[config.mk]
export PLATFORM = sky130hd
export DESIGN_NAME = alu_mult_sequencer
export DESIGN_NICKNAME = d
export VERILOG_FILES = /design/src/rtl/alu_mult_sequencer.sv
export SDC_FILE = /design/constraint.sdc
export NUM_CORES = 1
export LEC_CHECK = 0
export BUFFER_PORTS_ARGS = -buffer_cell sky130_fd_sc_hd__buf_2
export CORE_ASPECT_RATIO = 0.75
export CORE_MARGIN = 2
export CORE_UTILIZATION = 25
export CTS_CLUSTER_DIAMETER = 40
export DETAILED_ROUTE_END_ITERATION = 6
export GPL_TIMING_DRIVEN = 0
export PLACE_DENSITY = 0.58
export SYNTH_ARGS = -nofsm -noshare
export SYNTH_HDL_FRONTEND = slang
export SYNTH_SLANG_ARGS = --single-unit
[constraint.sdc]
create_clock -name clk_i -period 1.41 [get_ports clk_i]
set_input_delay 0.282 -clock clk_i [delete_from_list [all_inputs] [get_ports clk_i]]
set_output_delay 0.282 -clock clk_i [all_outputs]
set_load 0.005 [all_outputs]
[src/rtl/alu_mult_sequencer.sv]
`default_nettype none
// ============================================================================
// Module      : alu_mult_sequencer
// Description : Multi-cycle shift-and-add multiplier controller. Drives the
//               shared 8-bit ALU (ADD / FORWARD / SHIFT) to form an 8-bit,
//               mod-256 unsigned product of two 8-bit operands.
//               Optional feature macro: ALU_MULT_EARLY_EXIT_EN. When it is
//               defined, the job finishes as soon as the shifted multiplier
//               reaches zero (ALU_ZERO in SHR).
// Revision    : 1.0 - initial release
// ============================================================================
module alu_mult_sequencer #(
  // Number of multiplier bits processed; legal range 1..8.
  parameter int STEPS = 8
) (
  input  logic       clk_i,
  input  logic       rst_ni,
  input  logic       start_i,
  input  logic [7:0] multiplicand_i,
  input  logic [7:0] multiplier_i,
  input  logic [7:0] alu_result_i,
  input  logic       alu_zero_i,
  output logic [7:0] alu_data1_o,
  output logic [7:0] alu_data2_o,
  output logic [2:0] alu_select_o,
  output logic       alu_shift_o,
  output logic       busy_o,
  output logic       done_o,
  output logic [7:0] product_o
);

  // ALU select encodings
  localparam logic [2:0] c_SEL_FWD   = 3'b000;
  localparam logic [2:0] c_SEL_ADD   = 3'b001;
  localparam logic [2:0] c_SEL_SHIFT = 3'b100;

  // Shift direction encodings
  localparam logic c_SHIFT_LEFT  = 1'b0;
  localparam logic c_SHIFT_RIGHT = 1'b1;

  // Step counter value at which the final SHR step ends the job
  localparam logic [3:0] c_LAST_CNT = 4'(STEPS - 1);

  typedef enum logic [2:0] {
    S_IDLE = 3'd0,
    S_ADD  = 3'd1,
    S_SHL  = 3'd2,
    S_SHR  = 3'd3,
    S_FIN  = 3'd4
  } state_t;

  state_t     state_q, state_d;
  logic [7:0] acc_q, acc_d;
  logic [7:0] a_q, a_d;
  logic [7:0] b_q, b_d;
  logic [3:0] cnt_q, cnt_d;
  logic [7:0] product_q, product_d;
  logic       done_q, done_d;

  // High when the current SHR step should be the last one
  logic       w_last_step;

`ifdef ALU_MULT_EARLY_EXIT_EN
  // Shifted multiplier is zero: every remaining ADD step would be skipped,
  // so finishing now gives the same product.
  assign w_last_step = (cnt_q == c_LAST_CNT) || alu_zero_i;
`else
  // Zero flag is not needed when the full step count always runs.
  logic w_unused_zero;
  assign w_unused_zero = alu_zero_i;
  assign w_last_step   = (cnt_q == c_LAST_CNT);
`endif

  // State and datapath registers; asynchronous reset abandons any job
  always_ff @(posedge clk_i or negedge rst_ni) begin
    if (!rst_ni) begin
      state_q   <= S_IDLE;
      acc_q     <= 8'd0;
      a_q       <= 8'd0;
      b_q       <= 8'd0;
      cnt_q     <= 4'd0;
      product_q <= 8'd0;
      done_q    <= 1'b0;
    end else begin
      state_q   <= state_d;
      acc_q     <= acc_d;
      a_q       <= a_d;
      b_q       <= b_d;
      cnt_q     <= cnt_d;
      product_q <= product_d;
      done_q    <= done_d;
    end
  end

  // Next-state and register-update decode; ALU result is captured at the
  // edge that ends each step
  always_comb begin
    state_d   = state_q;
    acc_d     = acc_q;
    a_d       = a_q;
    b_d       = b_q;
    cnt_d     = cnt_q;
    product_d = product_q;
    done_d    = 1'b0;

    case (state_q)
      S_IDLE: begin
        if (start_i) begin
          acc_d   = 8'd0;
          a_d     = multiplicand_i;
          b_d     = multiplier_i;
          cnt_d   = 4'd0;
          state_d = S_ADD;
        end
      end
      S_ADD: begin
        // Partial product only accumulates when the current multiplier bit is set
        if (b_q[0]) begin
          acc_d = alu_result_i;
        end
        state_d = S_SHL;
      end
      S_SHL: begin
        a_d     = alu_result_i;
        state_d = S_SHR;
      end
      S_SHR: begin
        b_d   = alu_result_i;
        cnt_d = cnt_q + 4'd1;
        if (w_last_step) begin
          state_d = S_FIN;
        end else begin
          state_d = S_ADD;
        end
      end
      S_FIN: begin
        product_d = acc_q;
        done_d    = 1'b1;
        state_d   = S_IDLE;
      end
      default: begin
        state_d = S_IDLE;
      end
    endcase
  end

  // Moore ALU drive decode: depends only on state and registers
  always_comb begin
    alu_select_o = c_SEL_FWD;
    alu_data1_o  = 8'd0;
    alu_data2_o  = 8'd0;
    alu_shift_o  = c_SHIFT_LEFT;

    case (state_q)
      S_ADD: begin
        if (b_q[0]) begin
          alu_select_o = c_SEL_ADD;
          alu_data1_o  = acc_q;
          alu_data2_o  = a_q;
        end
      end
      S_SHL: begin
        alu_select_o = c_SEL_SHIFT;
        alu_shift_o  = c_SHIFT_LEFT;
        alu_data1_o  = a_q;
        alu_data2_o  = 8'd1;
      end
      S_SHR: begin
        alu_select_o = c_SEL_SHIFT;
        alu_shift_o  = c_SHIFT_RIGHT;
        alu_data1_o  = b_q;
        alu_data2_o  = 8'd1;
      end
      default: begin
        alu_select_o = c_SEL_FWD;
      end
    endcase
  end

  assign busy_o    = (state_q != S_IDLE);
  assign done_o    = done_q;
  assign product_o = product_q;

endmodule
`default_nettype wire

==> results of run 1 <==
## final timing paths
| check | from | endpoint | cells past startpoint |
|---|---|---|---|
| min reg2reg | cnt_q[2]$_DFFE_PN0P_ | cnt_q[2]$_DFFE_PN0P_ | 1 |
| min in group clk_i | alu_result_i[4] | b_q[4]$_DFFE_PN0P_ | 3 |
| max | state_q[0]$_DFFE_PN0P_ | alu_data1_o[1] | 5 |
| max reg2reg | state_q[2]$_DFFE_PN0P_ | a_q[4]$_DFFE_PN0P_ | 7 |
| max in group asynchronous | rst_ni | state_q[1]$_DFFE_PN0P_ | 1 |
| min | rst_ni | a_q[0]$_DFFE_PN0P_ | 1 |
## layout by cell type (no fill, tap or decap), drive strengths merged
master / Yosys / final
a21o: 1 / 1
a21oi: 1 / 1
a222oi: 7 / 7
a22o: 2 / 2
a2bb2oi: 1 / 1
and2: 7 / 7
and4bb: 1 / 1
buf: 14 / 94
clkbuf: 0 / 5
conb: 1 / 1
dfrtp: 40 / 40
ha: 1 / 1
inv: 16 / 16
mux2: 10 / 10
mux2i: 26 / 26
nand2: 25 / 25
nand3: 1 / 1
nand3b: 3 / 3
nor2: 5 / 5
nor2b: 1 / 1
nor3b: 3 / 3
nor4b: 1 / 1
o211ai: 1 / 1
o21ai: 16 / 16
or3: 2 / 2
xnor2: 2 / 2
## per-layer routing
layer / wire (um) / vias up
met2: 2800 / 65
met5: 0 / -
met1: 2910 / 875
li1: - / 816
met3: 411 / 5
met4: 34 / 0
## state kept, by name, indices dropped and copies added, names as in the netlist
signal	cells
state_q	3
b_q	8
cnt_q	4
a_q	8
done_o	1
acc_q	8
product_o	8
## logic make-up after synthesis
group / count (synthesis)
AND/OR/NAND/NOR: 49
flip-flops: 40
multiplexers: 36
buffers and inverters: 30
AO/OA/AOI/OAI: 29
XOR/XNOR: 2
adder cells (fa/ha/maj): 1
other: 1
## worst max-delay path, delay by kind of cell (launching register included)
| family | cells | cell delay, ps |
|---|---|---|
| DFF | 1 | 400 |
| AOI/OAI and AO/OA | 1 | 390 |
| buffers and inverters | 3 | 340 |
| and+or+nand+nor | 1 | 260 |
## stage by stage
step	cells	instance area (um^2)	util	TNS, ps	power, mW
6_report	378	3000	0.379	-14200	6.02
5_1_grt	378	3000	0.379	-17190	6.40
4_1_cts	372	2920	0.369	-14540	5.88
3_5_place_dp	348	2460	0.311	-7460	4.36
3_3_place_gp	348	2460	0.311	-6840	4.29
2_1_floorplan	188	2060	-	-475	3.50
## power by group through the flow
stage,clock network (mW),registers [mW],logic (mW)
after detailed placement,0,1.89,2.47
after global routing,0.767,1.94,3.69
final,0.702,1.89,3.42
after CTS,0.725,1.87,3.28
after global placement,0,1.88,2.42
after floorplan,0,1.81,1.68
## layout make-up
class | instances | area [um^2] | share of cell area
Timing Repair Buffer | 81 | 627 | 0.209
Buffer | 13 | 146 | 0.0488
Inverter | 16 | 62.6 | 0.0209
Tap cell | 105 | 131 | 0.0438
Multi-Input combinational cell | 118 | 962 | 0.321
Sequential cell | 40 | 1000 | 0.334
Clock buffer | 5 | 68.8 | 0.0229
## timing repair
action,in CTS,in global routing
setup endpoints to repair,48,57
pin swaps,14,7
gates cloned,3,0
buffers inserted,17,7
gates resized for setup,55,6
==> results.py, run 1 <==
metrics = {
    "outcome": {
        "status": "complete, but fails checks",
        "violations": "negative setup slack",
    },
    "final_layout": {
        "post_route_cells_drive_above_1_share": 0.458,
        "antenna_cells": 0,
        "fillers": 805,
        "fin_nets": 304,
        "syn_to_final_growth_pct": 46.6,
    },
    "timing": {
        "fin_skew_ps": 8.39,
        "setup_viol": 56,
        "min_period_ps": 1970,
        "max_slew_margin": 0.363,
        "final-max-slew-violation-count": 0,
        "rsz0062_at_grt": "yes",
        "max_freq_mhz": 508,
        "final.setup.worst_slack_ps": -560,
        "worst_slew_pin_slew_ps": 956,
        "period_share": 1.40,
        "holdWs_ps": 136,
        "hold_viol_final": 0,
    },
    "placement": {
        "hpwl_um": 3910,
        "gp_congestion": 0.761,
        "dp_slack_ps": -433,
        "io_buffers": 55,
    },
    "floorplan": {
        "dieArea_um2": 8940,
        "row_count": 28,
        "fp.dieW_um": 108,
        "initial_core_util": 0.259,
        "coreArea_um2": 7920,
        "die_h_um": 82.4,
        "pin_count": 58,
    },
    "cts": {
        "cts-hold-fix-buffers": 0,
        "clk_pin_slew_ps": 80,
        "htree_levels": 2,
        "clockBufferDepth": 2,
        "cts_tree": "built",
        "cts_buffers": 5,
        "cts_root_buf": "clkbuf_8",
        "insertion_delay_ps": 290,
        "cts_sinks": 40,
    },
    "yosys": {
        "synthTopCellsByCount": "dfrtp_1 (40), mux2i_1 (26), nand2_1 (25), inv_1 (15)",
        "async_reset_ff_frac": 1.00,
        "muxShareOfSynthArea": 0.182,
        "synth_top_flop_cell": "dfrtp_1",
        "synthCells": 188,
        "synth_fp_nets": 217,
        "synth_adder_area_share": 0.00611,
        "synth-compound-area-share": 0.0960,
        "synth_top_area_frac": 0.489,
        "yosys.area_share.simple": 0.130,
        "yosys_warnings": 0,
        "synthesis.area_um2": 2050,
        "post_synth_num_cell_types": 31,
        "synthTopCellsByArea": "dfrtp_1 (49%), mux2i_1 (13%), mux2_2 (5.5%)",
        "synth_edf_count": 0,
        "yosysTopAreaCell": "dfrtp_1",
        "synth_top_family_by_area": "multiplexers",
        "yosysSeqAreaShare": 0.489,
        "syn_area_per_cell_um2": 10.9,
        "synthXorXnorAreaFrac": 0.00856,
        "ys_seq_elements": 40,
        "synthMostInstantiatedCell": "dfrtp_1",
    },
    "worst_setup_path": {
        "arrival_ps": 1690,
        "critPathMaxFanout": 7,
        "reg2reg_slack_ps": -240,
        "crit_path_top_delay_cell": "dfrtp_1",
        "cpPeakStageDelay_ps": 400,
        "critPathLaunchType": "flip-flop",
        "end_kind": "primary output",
        "worstPathCellList": "buf_6 > and4bb_4 > a222oi_1 > inv_1 > buf_2",
        "required_ps": 1130,
        "worstSetupPathType": "reg -> out",
    },
    "drt": {
        "wirelength_um": 6150,
        "avgViaCountPerCell": 4.66,
        "vias": 1761,
        "drcViolationCount": 0,
        "drt-pass1-iter-count": 5,
        "drtAntennaViolNets": 0,
        "drt_iter0_drc": 131,
        "wl_per_cell_um": 16.3,
    },
    "global_routing": {
        "overflow": 0,
        "grt_start_max_net_pins": 41,
        "grt_use_met3": 0.0330,
        "antenna_found_initial": 0,
        "first_global_vias": 1708,
        "track_usage": 0.141,
        "busiest_layer": "met2",
        "grt_first_pass_wirelength_um": 9250,
        "gr-usage-met1": 0.201,
        "grt_util_met2": 0.218,
    },
    "power_and_ir_drop": {
        "p_sw_frac": 0.371,
        "power_density_nw_per_um2": 2010,
        "pwr-share-clk": 0.117,
        "combPwrFrac": 0.569,
        "power_frac_seq": 0.315,
        "max-vdd-ir-drop_mv": 0.708,
        "p_int_mw": 3.79,
        "switchingPower_mw": 2.23,
        "power.leakage_nw": 1.49,
    },
    "run": {
        "max_cap_viol_count": 0,
    },
    "min_path": {
        "hp-class": "in -> async",
    },
}
(Power assumes the default switching activity.)
==> run 2, diff against run 1 <==
Settings changed: CORE_MARGIN 2 to not set, CORE_UTILIZATION 25 to 45, PLACE_DENSITY 0.58 to 0.85, TNS_END_PERCENT set to 50.
==> results.py, run 2 (synthesis gave the netlist of run 1 again) <==
metrics = {
    "timing": {
        "max_freq_mhz": 491,
        "rsz0062_at_grt": "yes",
        "fin_setup_tns_ps": -18270,
        "final.setup.worst_slack_ps": -626,
        "final-max-slew-violation-count": 0,
        "worst_slew_pin_slew_ps": 885,
        "fin_skew_ps": 9.78,
        "max_slew_margin": 0.410,
        "min_period_ps": 2040,
        "setup_viol": 55,
        "holdWs_ps": 101,
        "hold_viol_final": 0,
        "period_share": 1.44,
    },
    "drt": {
        "drcViolationCount": 0,
        "drt-pass1-iter-count": 4,
        "avgViaCountPerCell": 5.35,
        "drt_iter0_drc": 132,
        "drtAntennaViolNets": 0,
        "wl_per_cell_um": 17.4,
        "vias": 1745,
        "wirelength_um": 5660,
    },
    "cts": {
        "cts_buffers": 5,
        "clk_pin_slew_ps": 80,
        "insertion_delay_ps": 300,
        "cts_sinks": 40,
        "cts_tree": "built",
        "cts-hold-fix-buffers": 0,
        "htree_levels": 2,
        "cts_root_buf": "clkbuf_8",
        "clockBufferDepth": 2,
    },
    "placement": {
        "io_buffers": 55,
        "placed_area_um2": 2400,
        "dp_slack_ps": -396,
        "gp_congestion": 0.842,
        "hpwl_um": 3420,
    },
    "worst_setup_path": {
        "required_ps": 1130,
        "critPathMaxFanout": 10,
        "end_kind": "primary output",
        "critPathLaunchType": "flip-flop",
        "worstSetupPathType": "reg -> out",
        "arrival_ps": 1750,
    },
    "global_routing": {
        "first_global_vias": 1731,
        "grt_first_pass_wirelength_um": 8780,
        "antenna_found_initial": 0,
        "track_usage": 0.255,
        "grt_start_max_net_pins": 41,
        "overflow": 0,
    },
    "floorplan": {
        "die_h_um": 60.4,
        "pin_count": 58,
        "coreArea_um2": 4200,
        "initial_core_util": 0.487,
        "dieArea_um2": 4830,
        "fp.dieW_um": 79.9,
        "row_count": 20,
    },
    "final_layout": {
        "fin_nets": 299,
        "syn_to_final_growth_pct": 40.0,
        "mostFrequentLayoutCells": "buf_2 (51), dfrtp_1 (40), nand2_1 (25)",
        "post_route_cells_drive_above_1_share": 0.446,
        "design_area_um2": 2870,
        "antenna_cells": 0,
        "final_common_cell": "buf_2",
    },
    "run": {
        "max_cap_viol_count": 0,
    },
    "min_path": {
        "hp-class": "in -> async",
    },
    "outcome": {
        "status": "complete, but fails checks",
        "violations": "negative setup slack",
    },
    "power_and_ir_drop": {
        "power.leakage_nw": 1.46,
        "power_density_nw_per_um2": 2010,
        "max-vdd-ir-drop_mv": 0.974,
    },
}
[run 2: cell types whose count changed in the layout (fill, tap and decap cells not counted), moves of 2 or more]
cell,change
mux2i_1,-3
buf_12,-2
and2_4,-2
clkbuf_1,+2
mux2i_2,+2
buf_4,-3
buf_8,-2
and2_1,+2
buf_2,+3
[run 2: power breakdown]
group / internal (mW) / total, mW / switching (mW)
clock: 0.399 / 0.792 / 0.393
combinational: 1.60 / 3.06 / 1.46
sequential: 1.57 / 1.91 / 0.340
total: 3.57 / 5.76 / 2.19
[run 2: repair_timing]
action,in CTS,in global routing
pin swaps,12,11
gates resized for setup,38,22
cloned,3,0
setup buffers,12,12
setup endpoints to repair,49,57
[run 2: path summary, 6_finish.rpt]
path	start	to	slack, ps	cells past startpoint
worst min-delay path	rst_ni	b_q[2]$_DFFE_PN0P_	100	1
worst max-delay path	state_q[0]$_DFFE_PN0P_	alu_data1_o[6]	-630	7
max in group asynchronous	rst_ni	a_q[3]$_DFFE_PN0P_	760	1
min in group clk_i	alu_result_i[6]	a_q[6]$_DFFE_PN0P_	220	3
worst max register to register	state_q[2]$_DFFE_PN0P_	product_o[3]$_DFFE_PN0P_	-420	8
worst min register to register	product_o[6]$_DFFE_PN0P_	product_o[6]$_DFFE_PN0P_	510	1
[run 2: through the flow]
step / power [mW] / util / std cells
after floorplan: 3.50 / - / 188
after global placement: 4.22 / 0.571 / 298
after detailed placement: 4.32 / 0.571 / 298
after CTS: 5.57 / 0.656 / 321
after global routing: 6.13 / 0.682 / 326
final: 5.76 / 0.682 / 326
[run 2: layout make-up]
class | count | area [um^2]
buffer | 13 | 128
fill | 339 | 1340
clock buffer | 8 | 90.1
inverter | 16 | 60.1
timing repair buffer | 76 | 541
tap | 55 | 68.8
multi-input combinational | 118 | 977
sequential | 40 | 1000
[run 2: critical path: stages (launching register included)]
cell and delay [ps]:
dfrtp_1 400, buf_6 140, nand3b_1 140, inv_2 60, buf_6 140, a222oi_1 360, inv_1 70, buf_2 130
[run 2: per-layer routing]
metal / global-route usage / part of all wire
met4: 0.105 / 0.020
met5: 0 / 0
met3: 0.0451 / 0.093
met2: 0.407 / 0.45
met1: 0.352 / 0.44
